`src/rtl/counter_seq_pkg.sv`:
```
`default_nettype none
// ============================================================================
// Module   : counter_seq_pkg
// Purpose  : Shared types and encodings for the counter run sequencer.
// Revision : 1.0 - initial release
// ============================================================================
package counter_seq_pkg;

    localparam int WIDTH_DEFAULT = 8;

    typedef enum logic [2:0] {
        ST_IDLE  = 3'd0,
        ST_LOAD  = 3'd1,
        ST_RUN   = 3'd2,
        ST_PAUSE = 3'd3,
        ST_DONE  = 3'd4
    } state_t;

    typedef enum logic [1:0] {
        MODE_FREE    = 2'b00,
        MODE_ONESHOT = 2'b01,
        MODE_RELOAD  = 2'b10
    } mode_t;

    // The unused 2'b11 encoding behaves as a one-shot run.
    function automatic mode_t decode_mode(input logic [1:0] raw);
        mode_t m;
        case (raw)
            2'b00:   m = MODE_FREE;
            2'b10:   m = MODE_RELOAD;
            default: m = MODE_ONESHOT;
        endcase
        return m;
    endfunction

endpackage
`default_nettype wire

```
`src/rtl/sat_event_counter.sv`:
```
`default_nettype none
// ============================================================================
// Module   : sat_event_counter
// Purpose  : Event counter with synchronous clear that sticks at all-ones.
// Revision : 1.0 - initial release
// ============================================================================
module sat_event_counter #(
    parameter int EVT_W = 8
) (
    input  logic             clk,
    input  logic             rst,
    input  logic             clr,
    input  logic             inc,
    output logic [EVT_W-1:0] count
);

    localparam logic [EVT_W-1:0] c_one = EVT_W'(1);

    logic [EVT_W-1:0] r_count;

    always_ff @(posedge clk) begin
        if (rst) begin
            r_count <= '0;
        end else if (clr) begin
            r_count <= '0;
        end else if (inc && (r_count != '1)) begin
            r_count <= r_count + c_one;
        end
    end

    assign count = r_count;

endmodule
`default_nettype wire

```
`src/rtl/counter_run_sequencer.sv`:
```
`default_nettype none
// ============================================================================
// Module   : counter_run_sequencer
// Purpose  : Drives the up-counter's en/load/oe controls for free-run,
//            one-shot and auto-reload runs, watching the fed-back count.
// Revision : 1.0 - initial release
// ============================================================================
module counter_run_sequencer
    import counter_seq_pkg::*;
#(
    parameter int WIDTH = WIDTH_DEFAULT,
    parameter int EVT_W = 8
) (
    input  logic             clk,
    input  logic             rst,
    input  logic             ena,
    input  logic             start,
    input  logic             stop,
    input  logic             pause,
    input  logic [1:0]       mode,
    input  logic [WIDTH-1:0] start_val,
    input  logic [WIDTH-1:0] end_val,
    input  logic [WIDTH-1:0] cnt_in,
    output logic             cnt_en,
    output logic             cnt_load,
    output logic [WIDTH-1:0] load_data,
    output logic             cnt_oe,
    output logic             busy,
    output logic             done,
    output logic [EVT_W-1:0] evt_cnt
);

    state_t           r_state;
    state_t           w_next;
    mode_t            r_mode;
    logic [WIDTH-1:0] r_start_val;
    logic [WIDTH-1:0] r_end_val;
    logic [WIDTH-1:0] w_load_data;
    logic             w_term;
    logic             w_cnt_en;
    logic             w_cnt_load;
    logic             w_cnt_oe;
    logic             w_done;
    logic             w_evt_inc;
    logic             w_evt_clr;
    logic             w_latch;

    assign w_term = (cnt_in == r_end_val);

    always_comb begin
        w_next      = r_state;
        w_load_data = r_start_val;
        w_cnt_en    = 1'b0;
        w_cnt_load  = 1'b0;
        w_cnt_oe    = 1'b0;
        w_done      = 1'b0;
        w_evt_inc   = 1'b0;
        w_evt_clr   = 1'b0;
        w_latch     = 1'b0;
        case (r_state)
            ST_IDLE: begin
                w_load_data = start_val;
                if (start && !stop) begin
                    w_next    = ST_LOAD;
                    w_evt_clr = 1'b1;
                    w_latch   = 1'b1;
                end
            end
            ST_LOAD: begin
                w_cnt_oe = 1'b1;
                if (stop) begin
                    w_next = ST_IDLE;
                end else begin
                    w_cnt_load = 1'b1;
                    w_next     = ST_RUN;
                end
            end
            ST_RUN: begin
                w_cnt_oe = 1'b1;
                // Terminal action outranks pause; FREE never terminates.
                if (stop) begin
                    w_next = ST_IDLE;
                end else if (w_term && (r_mode != MODE_FREE)) begin
                    if (r_mode == MODE_RELOAD) begin
                        w_next    = ST_LOAD;
                        w_evt_inc = 1'b1;
                    end else begin
                        w_next = ST_DONE;
                    end
                end else if (pause) begin
                    w_next = ST_PAUSE;
                end else begin
                    w_cnt_en  = 1'b1;
                    w_evt_inc = (r_mode == MODE_FREE) && (cnt_in == '1);
                end
            end
            ST_PAUSE: begin
                w_cnt_oe = 1'b1;
                if (stop) begin
                    w_next = ST_IDLE;
                end else if (!pause) begin
                    w_next = ST_RUN;
                end
            end
            ST_DONE: begin
                w_cnt_oe = 1'b1;
                w_done   = !stop;
                w_next   = ST_IDLE;
            end
            default: begin
                w_next = ST_IDLE;
            end
        endcase
        // Deselected: everything freezes in place.
        if (!ena) begin
            w_next    = r_state;
            w_evt_inc = 1'b0;
            w_evt_clr = 1'b0;
            w_latch   = 1'b0;
        end
    end

    always_ff @(posedge clk) begin
        if (rst) begin
            r_state     <= ST_IDLE;
            r_mode      <= MODE_FREE;
            r_start_val <= '0;
            r_end_val   <= '0;
        end else begin
            r_state <= w_next;
            if (w_latch) begin
                r_mode      <= decode_mode(mode);
                r_start_val <= start_val;
                r_end_val   <= end_val;
            end
        end
    end

    sat_event_counter #(
        .EVT_W (EVT_W)
    ) u_evt (
        .clk   (clk),
        .rst   (rst),
        .clr   (w_evt_clr),
        .inc   (w_evt_inc),
        .count (evt_cnt)
    );

    assign cnt_en    = w_cnt_en & ena;
    assign cnt_load  = w_cnt_load & ena;
    assign load_data = w_load_data & {WIDTH{ena}};
    assign cnt_oe    = w_cnt_oe & ena;
    assign busy      = (r_state != ST_IDLE) & ena;
    assign done      = w_done & ena;

endmodule
`default_nettype wire

```
`config.mk`:
```
export PLATFORM = sky130hd
export DESIGN_NAME = counter_run_sequencer
export DESIGN_NICKNAME = d
export VERILOG_FILES = /design/src/rtl/counter_seq_pkg.sv /design/src/rtl/sat_event_counter.sv /design/src/rtl/counter_run_sequencer.sv
export SDC_FILE = /design/constraint.sdc
export NUM_CORES = 1
export LEC_CHECK = 0
export ABC_CLOCK_PERIOD_IN_PS = 3200
export CAP_MARGIN = 10
export CORE_UTILIZATION = 29
export CTS_BUF_LIST = sky130_fd_sc_hd__clkbuf_16
export CTS_CLUSTER_DIAMETER = 150
export DETAILED_ROUTE_END_ITERATION = 8
export PLACE_DENSITY = 0.56
export SYNTH_ARGS = -nofsm -noshare
export SYNTH_HDL_FRONTEND = slang
export SYNTH_SLANG_ARGS = --single-unit
export TNS_END_PERCENT = 30
```
`constraint.sdc`:
```
create_clock -name clk -period 3.2 [get_ports clk]
set_clock_uncertainty 0.2 [all_clocks]
set_input_delay 0.48 -clock clk [delete_from_list [all_inputs] [get_ports clk]]
set_output_delay 0.48 -clock clk [all_outputs]
set_load 0.01 [all_outputs]
```
==> impl_metrics.sql <==
INSERT INTO impl_metrics (metric_group, metric, value, unit) VALUES
('sta', 'fmax', '0.335', 'GHz'),
('pwr', 'combinationalPowerShare', '0.136', ''),
('logic_synthesis', 'synth_xor_area_frac', '0.0497', ''),
('sta', 'setup_tns', '0', 'ps'),
('clock_network', 'post_cts_resize_count', '0', ''),
('sta', 'post-route-period-util', '0.934', ''),
('worst_setup_path', 'worstPathRequired', '2520', 'ps'),
('worst_hold_path', 'worstHoldEndpoint', 'r_start_val[6]', ''),
('sta', 'tightest_slew', '652', 'ps'),
('die', 'core.rowCount', '26', ''),
('pwr', 'swShare', '0.224', ''),
('die', 'placeableCoreArea', '5170', 'um^2'),
('grt', 'grt_pass1_wl', '7040', 'um'),
('logic_synthesis', 'post-synth-top-area-fraction', '0.366', ''),
('placement', 'port_buffers', '52', ''),
('finish', 'syn_to_final_growth', '48.3', '%'),
('worst_hold_path', 'holdCritPathClass', 'reg -> reg', ''),
('detailed_routing', 'wl_per_cell', '12.4', 'um'),
('clock_network', 'clock_network_latency_to_the_later_pin_of_the_worst_skew_pair', '280', 'ps'),
('worst_hold_path', 'hold_path_startpoint', 'r_start_val[6]', ''),
('pwr', 'ir_drop_worst_vdd', '0.268', 'mV'),
('worst_setup_path', 'timing.setup.critical_path_class', 'in -> out', ''),
('pwr', 'power.leakage', '0.855', 'nW'),
('finish', 'layout-drive-gt1-share', '0.0833', ''),
('sta', 'final_hold_violating_endpoints', '0', ''),
('clock_network', 'post_cts.repair.setup_buffers', '0', ''),
('worst_setup_path', 'worst_r2r_startpoint', 'r_state[0]', ''),
('logic_synthesis', 'post_synthesis_adder_cell_area_fraction', '0.00789', ''),
('worst_setup_path', 'startpoint_type', 'input pin', ''),
('finish', 'layout.nets', '296', ''),
('placement', 'dpl-instance-area', '2190', 'um^2'),
('pwr', 'power.internal', '0.809', 'mW'),
('die', 'io_pins', '53', ''),
('grt', 'first_global_vias', '1535', ''),
('status', 'status', 'finished, final reports clean', ''),
('clock_network', 'cts_sinks', '29', ''),
('sta', 'timing.slew.headroom', '0.563', ''),
('die', 'area_enclosed_by_the_die_boundary', '5770', 'um^2'),
('clock_network', 'cts.clk_slew.worst_paths', '50', 'ps'),
('run', 'cap_viol_max_count', '0', ''),
('placement', 'place_hpwl', '3050', 'um'),
('worst_setup_path', 'arrival', '2310', 'ps'),
('sta', 'final.min_clock_period', '2990', 'ps'),
('sta', 'number_of_setup_violations_in_the_final_report', '0', ''),
('worst_setup_path', 'critPathMaxFanout', '5', ''),
('grt', 'grt_util_all_layers', '0.152', ''),
('worst_setup_path', 'r2r.worst_path.cells', '5', ''),
('logic_synthesis', 'synth_top_family_by_area', 'simple AND/OR/NAND/NOR gates', ''),
('placement', 'routabilityCongestion', '0.733', ''),
('logic_synthesis', 'share_of_cell_area_taken_by_muxes_after_synthesis', '0.0252', ''),
('placement', 'dpl.cell_count', '326', ''),
('detailed_routing', 'postRouteAntennaNets', '0', ''),
('worst_setup_path', 'r2r-end', 'r_start_val[3]', ''),
('pwr', 'p_clk_frac', '0.502', ''),
('worst_hold_path', 'holdPathStages', '2', ''),
('finish', 'num_antenna_cells', '0', ''),
('finish', 'layout.cells.most_common', 'sky130_fd_sc_hd__nand2_1', ''),
('logic_synthesis', 'synthSimpleGateAreaFrac', '0.338', ''),
('logic_synthesis', 'syn_area', '1590', 'um^2'),
('clock_network', 'clock_tree.htree_level_count', '2', ''),
('logic_synthesis', 'synthesis.area_per_instance', '7.66', 'um^2'),
('pwr', 'share_seq_of_total_power', '0.363', ''),
('logic_synthesis', 'post_synthesis_register_bit_count', '29', ''),
('detailed_routing', 'avgViaCountPerCell', '4.76', ''),
('detailed_routing', 'detailedRoute.firstIterationViolations', '66', ''),
('grt', 'grt_overflow_total', '0', ''),
('die', 'chipWidth', '76.0', 'um'),
('detailed_routing', 'route.vias.total', '1589', ''),
('die', 'start_util', '0.307', ''),
('sta', 'slew_violations', '0', ''),
('detailed_routing', 'drtPass1Iterations', '4', '');
[cell usage after synthesis]
| cell | number |
|---|---|
| sky130_fd_sc_hd__a21oi_1 | 25 |
| sky130_fd_sc_hd__and3_1 | 7 |
| sky130_fd_sc_hd__nor2b_1 | 2 |
| sky130_fd_sc_hd__or2_2 | 2 |
| sky130_fd_sc_hd__nand3_1 | 8 |
| sky130_fd_sc_hd__xor2_1 | 8 |
| sky130_fd_sc_hd__nand4_1 | 2 |
| sky130_fd_sc_hd__nand2_1 | 54 |
| sky130_fd_sc_hd__or4b_4 | 1 |
| sky130_fd_sc_hd__dfxtp_1 | 29 |
| sky130_fd_sc_hd__nor4_1 | 1 |
| sky130_fd_sc_hd__nor2_4 | 1 |
| sky130_fd_sc_hd__nor2_1 | 9 |
| sky130_fd_sc_hd__buf_2 | 3 |
| sky130_fd_sc_hd__or3_1 | 6 |
| sky130_fd_sc_hd__o21ai_0 | 8 |
| sky130_fd_sc_hd__nand3b_1 | 2 |
| sky130_fd_sc_hd__nor3_2 | 1 |
| sky130_fd_sc_hd__clkbuf_1 | 5 |
| sky130_fd_sc_hd__ha_1 | 1 |
| sky130_fd_sc_hd__buf_6 | 2 |
| sky130_fd_sc_hd__o31a_1 | 1 |
| sky130_fd_sc_hd__a31oi_1 | 1 |
| sky130_fd_sc_hd__mux2i_1 | 4 |
| sky130_fd_sc_hd__o211a_1 | 1 |
| sky130_fd_sc_hd__o21a_1 | 1 |
| sky130_fd_sc_hd__o211ai_2 | 1 |
| sky130_fd_sc_hd__and2_1 | 1 |
| sky130_fd_sc_hd__nor4_2 | 3 |
| sky130_fd_sc_hd__inv_1 | 1 |
| sky130_fd_sc_hd__nor3_1 | 1 |
| sky130_fd_sc_hd__nand2b_1 | 4 |
| sky130_fd_sc_hd__a21boi_0 | 8 |
| sky130_fd_sc_hd__o32ai_1 | 1 |
| sky130_fd_sc_hd__and4b_1 | 1 |
| sky130_fd_sc_hd__xnor2_1 | 1 |
[metal layers]
| layer | GRT usage | routed length [um] | part of all wire |
|---|---|---|---|
| met1 | 0.189 | 1920 | 0.46 |
| met2 | 0.236 | 1860 | 0.45 |
| met3 | 0.0602 | 299 | 0.072 |
| met4 | 0.0519 | 60 | 0.015 |
| met5 | 0 | 0 | 0 |
[logic make-up (layout without fill, tap and decap cells)]
| group | after synthesis | after routing |
|---|---|---|
| DFF | 29 | 29 |
| buffers and inverters | 11 | 68 |
| AOI/OAI and AO/OA | 47 | 47 |
| adders and majority gates | 1 | 1 |
| xor gates and xnor gates | 9 | 9 |
| muxes | 4 | 4 |
| and+or+nand+nor | 106 | 106 |
[critical path: stages]
cell	delay (ps)
sky130_fd_sc_hd__clkdlybuf4s50_1	440
sky130_fd_sc_hd__or4b_4	540
sky130_fd_sc_hd__nor2_1	140
sky130_fd_sc_hd__and3_1	180
sky130_fd_sc_hd__clkdlybuf4s50_1	530
[layout make-up]
| cell class | count | area, um^2 |
|---|---|---|
| fill | 533 | 2820 |
| clock buffer | 5 | 125 |
| timing repair buffer | 59 | 573 |
| tap | 70 | 87.6 |
| sequential | 29 | 581 |
| multi-input combinational | 167 | 946 |
| inverter | 1 | 3.75 |
| clock inverter | 3 | 37.5 |
[per-stage QoR]
stage	hold slack (ps)	setup WS, ps	power [mW]
floorplan	235	1000	0.449
global placement	244	192	0.528
detailed placement	251	211	0.528
CTS	258	198	1.05
global route	276	122	1.08
finish	254	212	1.04
[worst max-delay path by stage]
| stage | from | endpoint | slack [ps] | depth (start not counted) |
|---|---|---|---|---|
| final | stop | cnt_en | 210 | 5 |
| after global routing | stop | cnt_en | 120 | 5 |
| after CTS | stop | cnt_en | 200 | 5 |
| after detailed placement | stop | cnt_en | 210 | 5 |
| after global placement | stop | cnt_en | 190 | 5 |
| after floorplan | cnt_in[3] | u_evt.count[5] | 1000 | 7 |
[power groups by stage]
stage	logic (mW)	clock network [mW]	registers [mW]
floorplan	0.0666	0	0.382
global placement	0.143	0	0.385
finish	0.142	0.523	0.378
CTS	0.144	0.530	0.378
global route	0.155	0.550	0.379
detailed placement	0.142	0	0.385
[flip-flops by register name (all words and copies together), names as in the netlist]
name and flops:
r_end_val 8, r_mode 2, r_state 3, u_evt.count 8, r_start_val 8
No activity file was read; power rests on OpenSTA's default activity.
